===== src/rtl/interval_timer.sv =====
// interval_timer: loadable one-shot/periodic down-counter with pause, abort and live remaining count.
// The counter is kept at 0 outside RUN/PAUSED, so remaining can come straight from it.
module interval_timer #(
    parameter int CNT_WIDTH = 28
) (
    input  logic                 clk,
    input  logic                 reset,
    input  logic                 start,
    input  logic                 stop,
    input  logic                 pause,
    input  logic                 periodic,
    input  logic [CNT_WIDTH-1:0] period,
    output logic                 tick,
    output logic                 busy,
    output logic                 done,
    output logic [CNT_WIDTH-1:0] remaining
);
    typedef enum logic [1:0] {IDLE, RUN, PAUSED, DONE} state_t;
    state_t               r_state;
    logic [CNT_WIDTH-1:0] r_cnt;
    logic [CNT_WIDTH-1:0] r_period;
    logic                 r_mode;
    logic                 r_tick;
    logic                 r_busy;
    logic                 r_done;
    logic [CNT_WIDTH-1:0] w_p;
    logic                 w_active;
    assign w_p      = (period == '0) ? CNT_WIDTH'(1) : period;
    assign w_active = (r_state == RUN) || (r_state == PAUSED);
    always_ff @(posedge clk) begin
        if (reset) begin
            r_state  <= IDLE;
            r_cnt    <= '0;
            r_period <= '0;
            r_mode   <= 1'b0;
            r_tick   <= 1'b0;
            r_busy   <= 1'b0;
            r_done   <= 1'b0;
        end else if (stop) begin
            r_state <= IDLE;
            r_cnt   <= '0;
            r_tick  <= 1'b0;
            r_busy  <= 1'b0;
            r_done  <= 1'b0;
        end else if (start) begin
            r_state  <= RUN;
            r_period <= w_p;
            r_mode   <= periodic;
            r_cnt    <= w_p - CNT_WIDTH'(1);
            r_tick   <= 1'b0;
            r_busy   <= 1'b1;
            r_done   <= 1'b0;
        end else if (w_active) begin
            // leaving PAUSED counts on the same edge, so a pause costs exactly its length
            if (pause) begin
                r_state <= PAUSED;
                r_tick  <= 1'b0;
            end else if (r_cnt != '0) begin
                r_state <= RUN;
                r_cnt   <= r_cnt - CNT_WIDTH'(1);
                r_tick  <= 1'b0;
            end else if (r_mode) begin
                r_state <= RUN;
                r_cnt   <= r_period - CNT_WIDTH'(1);
                r_tick  <= 1'b1;
            end else begin
                r_state <= DONE;
                r_cnt   <= '0;
                r_tick  <= 1'b1;
                r_busy  <= 1'b0;
                r_done  <= 1'b1;
            end
        end else begin
            r_tick <= 1'b0;
        end
    end
    assign tick      = r_tick;
    assign busy      = r_busy;
    assign done      = r_done;
    assign remaining = r_cnt;
endmodule


===== config.mk =====
export PLATFORM = sky130hd
export DESIGN_NAME = interval_timer
export DESIGN_NICKNAME = d
export VERILOG_FILES = /design/src/rtl/interval_timer.sv
export SDC_FILE = /design/constraint.sdc
export NUM_CORES = 1
export LEC_CHECK = 0
export BUFFER_PORTS_ARGS = -buffer_cell sky130_fd_sc_hd__buf_2
export CORE_UTILIZATION = 54
export CTS_BUF_LIST = sky130_fd_sc_hd__clkbuf_4 sky130_fd_sc_hd__clkbuf_8
export CTS_CLUSTER_SIZE = 8
export DETAILED_ROUTE_END_ITERATION = 6
export PLACE_DENSITY = 0.79
export RECOVER_POWER = 100
export SLEW_MARGIN = 20
export SYNTH_ARGS = -nofsm -noshare
export SYNTH_HDL_FRONTEND = slang
export SYNTH_SLANG_ARGS = --single-unit
export TNS_END_PERCENT = 5

===== constraint.sdc =====
create_clock -name clk -period 3.69 [get_ports clk]
set_input_delay 0.9225 -clock clk [delete_from_list [all_inputs] [get_ports clk]]
set_output_delay 0.9225 -clock clk [all_outputs]
set_load 0.05 [all_outputs]

==> reports/summary.txt, run 1 <==
Status -> complete, no violations
Register bit total from synthesis -> 62
Die width -> 90.24 um
Initial antenna violation count -> 0
Clk sinks -> 62
Buf/Inv on CP -> 1
Synth Cell Area -> 4204 um2
Worst-path clk slew -> 80 ps
TritonCTS clock tree -> built
Number of antenna diodes -> 0
Number of synthesized flops with an enable pin -> 0
Number of vias in the routed layout -> 4763
Slowest-stage cell, CP -> clkbuf_1
Layout cells sized above 1 -> 13.89%
Reg2Reg Setup Slack -> 410 ps
WL/cell -> 18.66 um
Part of the cycle the worst path needs -> 92.06%
Post-DP Area -> 4795 um2
Critical path class -> input pin to flip-flop
I/O Buffers -> 64
Worst hold path class -> flip-flop to flip-flop
Residual DRC count -> 0
Synth top area share -> 29.52%
Fin Clk Skew -> 13.28 ps
Global-route wire length before repair -> 22060 um
Count of final setup violators -> 0
Post-CTS Setup Bufs -> 0
RR Startpoint -> remaining[0]$_SDFFE_PP0P_
Die Area -> 8142 um2
Top_reg_cell synth -> dfxtp_1
Final design area excluding fillers -> 4965 um2
Clk root buf -> clkbuf_8
RD Place Congestion -> 1.007
Worst setup SP type -> input pin
Max cap viols -> 0
Synth area leader -> dfxtp_1
Delay-heaviest family, CP -> simple AND/OR/NAND/NOR gates
Pre-Repair DR Iteration Count -> 5
Worst-Skew Late Latency -> 360 ps
Final Util -> 67.37%
Maximum VDD drop -> 0.2761 mV
Mapped Avg Cell Area -> 7.363 um2
Largest family of logic cells by synthesized area -> simple AND/OR/NAND/NOR gates
Power per Cell Area -> 404.7 nW/um2
Post-cts hold buffer count -> 0
Slew of the pin with the lowest slew margin -> 1324 ps
Total GRT Usage -> 34.11%
Inserted Clock Buffers -> 9
CP max stage delay -> 950 ps
Hold path cells -> 2
Total negative slack -> 0 ps
Final #Nets -> 687
RSZ-0062 raised after global routing -> false
Largest net degree at the start of global routing -> 32
Top-count cell post-synth -> nand2_1
Syn Nets -> 608
Hold Path Sink -> r_period[14]$_SDFFE_PP0P_
Compound-Gate Fraction of Synth Area -> 21.90%
Leakage -> 1.814 nW
Worst path arrival time -> 3650 ps
Final ANT Viol Nets -> 0
Ports -> 65
Post-Syn Instances -> 571
Register area share after synthesis -> 29.52%
Via density -> 6.317
Place WS -> -79.48 ps
Min cycle time layout -> 3397 ps
Initial Utilization -> 57.05%
Final hold violation count -> 0
Yosys Warn Count -> 0
Core Area -> 7370 um2
First DRT Iteration DRCs -> 435
Adder-Cell Fraction of Synth Area -> 0.8929%
Die H -> 90.24 um
FF-to-FF End -> remaining[0]$_SDFFE_PP0P_
Crit Path Max Fanout -> 31
Hold Path Origin -> r_period[14]$_SDFFE_PP0P_
Worst path depth -> 5
Rows -> 31
Netlist cell types -> 56
Async set-reset flop share out of synthesis -> 0%
CP endpoint kind -> flip-flop
Worst path cell trace -> clkbuf_1 > or2_0 > nor2_1 > a21boi_0 > a311o_1
Multiplexer area fraction after synthesis -> 0.8036%
Final setup margin -> 292.8 ps
Reg2reg path depth -> 10
GRT overflow -> 0
Commonest cells in the netlist -> nand2_1, dfxtp_1, a21oi_1, nor2_1, nor3_1
XOR/XNOR Fraction of Synth Area -> 11.25%
Largest cells by area after synthesis -> dfxtp_1, nand2_1, a21oi_1
Final WL -> 14070 um
Simple-gate share of the synthesized area -> 31.99%
Fin. max-slew vios -> 0
H-tree depth -> 3
Vias in the first global route -> 4335
Fmax -> 294.4 MHz
Area growth syn-to-layout -> 18.10%
Critical Path RT -> 3950 ps
Rel. slew slack -> 11.70%
DP HPWL -> 10380 um
Post_cts resized -> 0
Max Buffers Root-to-Sink -> 2
Filler cells -> 679
[worst max path at each step]
stage	startpoint	endpoint	slack (ps)
floorplan	period[18]	remaining[20]$_SDFFE_PP0P_	110
global placement	period[18]	remaining[20]$_SDFFE_PP0P_	40
detailed placement	period[18]	remaining[18]$_SDFFE_PP0P_	-80
CTS	period[18]	remaining[18]$_SDFFE_PP0P_	290
global route	reset	remaining[20]$_SDFFE_PP0P_	80
finish	reset	remaining[20]$_SDFFE_PP0P_	290
[registers in the layout (all words and copies together) (netlist names)]
| signal | flops |
|---|---|
| busy | 1 |
| done | 1 |
| r_mode | 1 |
| r_period | 28 |
| r_state | 2 |
| remaining | 28 |
| tick | 1 |
[area by class of cell]
type | count | area, um2 | share of cell area [%]
clock inverter | 2 | 60.06 | 1.210
tap | 99 | 123.9 | 2.495
sequential | 62 | 1241 | 25.00
multi-input combinational | 469 | 2794 | 56.28
timing repair buffer | 99 | 519.2 | 10.46
inverter | 9 | 33.78 | 0.6804
clock buffer | 14 | 192.7 | 3.881
[power by group]
part | internal, mW | switching, mW | total [mW] | leakage, nW
logic | 0.169 | 0.337 | 0.505 | 1.18
clock network | 0.473 | 0.286 | 0.759 | 0.129
registers | 0.699 | 0.0462 | 0.745 | 0.507
[kinds of logic (layout without fill, tap and decap cells)]
family,count (synthesis),in the layout
xor+xnor,54,54
compound gates,145,145
buf+inv,40,124
mux,3,3
flops,62,62
fa+ha+maj,3,3
simple gates,264,264
[cell usage in the layout (no fill, tap or decap), drive strengths merged, types with 6 or more instances in the layout]
master	count
buf	58
xor2	27
nor2	40
or2	7
a211oi	15
or4	17
a21oi	53
nand2b	7
or3	15
nor3	40
inv	9
nand2	83
xnor2	27
clkbuf	55
o31ai	6
nor4	22
o21ai	29
dfxtp	62
nand3	15
[metal layers]
metal | wire length [um] | GRT usage, % | up-vias
met5 | 0 | 0 | -
met4 | 276 | 11.29 | 0
met1 | 5974 | 45.89 | 2178
met2 | 6269 | 53.75 | 295
li1 | - | - | 2260
met3 | 1549 | 7.783 | 30
[stage by stage]
stage | hold WS (ps) | total power [mW] | instances
after floorplan | 446.2 | 1.084 | 571
after global placement | 439.3 | 1.244 | 738
after detailed placement | 459.3 | 1.253 | 738
after CTS | 468.7 | 2.002 | 754
after global routing | 504.7 | 2.077 | 754
final | 469.5 | 2.009 | 754
[worst register-to-register path, cell delays in order, from the launching register on]
cell       delay [ps]
dfxtp_1           370
inv_1             100
ha_1              200
nor4b_1           700
nand4_1           210
buf_4             250
nor3_1            260
clkbuf_1          490
nor3_1             90
a2111oi_0         370
nor3_1            100
No activity file was read; power rests on OpenSTA's default activity.
==> inputs of run 2 (changes only) <==
- PLACE_DENSITY: 0.79 -> default
- PLACE_DENSITY_LB_ADDON: default -> 0.25
- TNS_END_PERCENT: 5 -> default
==> reports/summary.txt, run 2 (synthesis gave the netlist of run 1 again) <==
Filler cells -> 693
RD Place Congestion -> 0.9863
Final std cells w/o fill -> 750
CP endpoint kind -> flip-flop
Worst-Skew Late Latency -> 350 ps
Net Sw Frac -> 35.95%
Via density -> 6.268
Number of antenna diodes -> 0
Critical path class -> flip-flop to flip-flop
Sequential share of power -> 42.0%
Final ANT Viol Nets -> 0
Combinational group share of total power -> 28.2%
Part of the power in the clock network -> 29.8%
Worst path arrival time -> 3730 ps
Sw Pwr -> 0.6371 mW
Clk sinks -> 62
Critical Path RT -> 3980 ps
I/O Buffers -> 64
H-tree depth -> 3
Pre-Repair DR Iteration Count -> 5
Fin. max-slew vios -> 43
Clk root buf -> clkbuf_8
Die width -> 90.24 um
Post-cts hold buffer count -> 0
WL/cell -> 18.02 um
Count of final setup violators -> 0
Number of vias in the routed layout -> 4701
Commonest cells after routing, fill and taps aside -> nand2_1, dfxtp_1, a21oi_1, nor2_1, nor3_1
TritonCTS clock tree -> built
Worst setup SP type -> flip-flop
Initial antenna violation count -> 0
Failing checks -> max-capacitance violations, max-slew violations
Power per Cell Area -> 364.5 nW/um2
Total Power -> 1.772 mW
Placed insts -> 735
GRT overflow -> 0
Slew of the pin with the lowest slew margin -> 1976 ps
Area growth syn-to-layout -> 15.62%
Total GRT Usage -> 33.54%
Max cap viols -> 1
Worst-path clk slew -> 70 ps
Layout cells sized above 1 -> 13.67%
Vias in the first global route -> 4121
Fin Clk Skew -> 9.902 ps
RSZ-0062 raised after global routing -> false
Part of the cycle the worst path needs -> 93.22%
Total negative slack -> 0 ps
Worst hold path class -> flip-flop to flip-flop
First DRT Iteration DRCs -> 463
Fmax -> 290.7 MHz
Leakage -> 1.769 nW
Post_cts resized -> 0
Rel. slew slack -> -31.73%
Reg2reg path depth -> 9
Post-CTS Setup Bufs -> 0
Max Buffers Root-to-Sink -> 2
Crit Path Max Fanout -> 12
Status -> complete, but fails checks
Global-route wire length before repair -> 21430 um
Initial Utilization -> 57.05%
Inserted Clock Buffers -> 9
Min cycle time layout -> 3440 ps
Die Area -> 8142 um2
Hold path cells -> 2
Ports -> 65
Most common cell after layout, fill and taps aside -> nand2_1
DP HPWL -> 10050 um
Residual DRC count -> 0
Largest net degree at the start of global routing -> 43
Final #Nets -> 684
P_int -> 1.135 mW
Rows -> 31
Core Area -> 7370 um2
Final Util -> 65.96%
Die H -> 90.24 um
Maximum VDD drop -> 0.3438 mV
Final hold violation count -> 0
Final WL -> 13520 um
[run 2: cell types whose count changed in the layout (fill, tap and decap cells not counted), sizes merged]
cell / previous run / this run
clkinv: 0 / 2
clkbuf: 55 / 52
bufinv: 2 / 0
buf: 58 / 57
[run 2: path summary, 6_finish.rpt]
check                            start  slack [ps]                         end
max reg2reg  remaining[0]$_SDFFE_PP0P_         250  remaining[20]$_SDFFE_PP0P_
max          remaining[0]$_SDFFE_PP0P_         250  remaining[20]$_SDFFE_PP0P_
min          r_period[27]$_SDFFE_PP0P_         470   r_period[27]$_SDFFE_PP0P_
min reg2reg  r_period[27]$_SDFFE_PP0P_         470   r_period[27]$_SDFFE_PP0P_
[run 2: cell type report]
type                    count  area, um2  area share [%]
multi-input cells         469       2795           57.50
flip-flops and latches     62       1241           25.53
repair buffers             96      503.0           10.35
clock buffers              13      153.9           3.166
well taps                  99      123.9           2.548
inverters                   9      33.78          0.6950
clock inverters             2      10.01          0.2059
[run 2: per-layer routing]
layer	up-vias	wire length (um)	part of all wire, %	track usage [%]
met5	-	0	0	0
met4	0	175	1.3	8.333
met3	18	1434	11	8.883
met2	254	5969	44	51.08
met1	2166	5938	44	46.93
li1	2263	-	-	-
[run 2: power by group through the flow]
stage | Sequential [mW] | Clock (mW) | Combinational (mW)
floorplan | 0.795 | 0 | 0.289
detailed placement | 0.757 | 0 | 0.493
CTS | 0.742 | 0.534 | 0.495
finish | 0.745 | 0.528 | 0.499
global placement | 0.756 | 0 | 0.487
global route | 0.749 | 0.567 | 0.537
[run 2: worst max-delay path, cell delays in order (launching register included)]
cell	delay (ps)
dfxtp_1	370
inv_1	100
ha_1	200
nor4b_1	750
nand4_1	200
clkbuf_1	320
or4_1	560
or4_1	410
a21boi_0	310
a311o_1	170
[run 2: stage by stage]
| stage | hold WS (ps) | area [um2] | worst slack [ps] |
|---|---|---|---|
| 2_1_floorplan | 446.2 | 4204 | 114.4 |
| 3_3_place_gp | 438.8 | 4772 | 39.61 |
| 6_report | 474.4 | 4861 | 250.2 |
| 5_1_grt | 500.7 | 4861 | 209.7 |
| 4_1_cts | 476.0 | 4936 | 343.7 |
| 3_5_place_dp | 466.1 | 4772 | -17.74 |
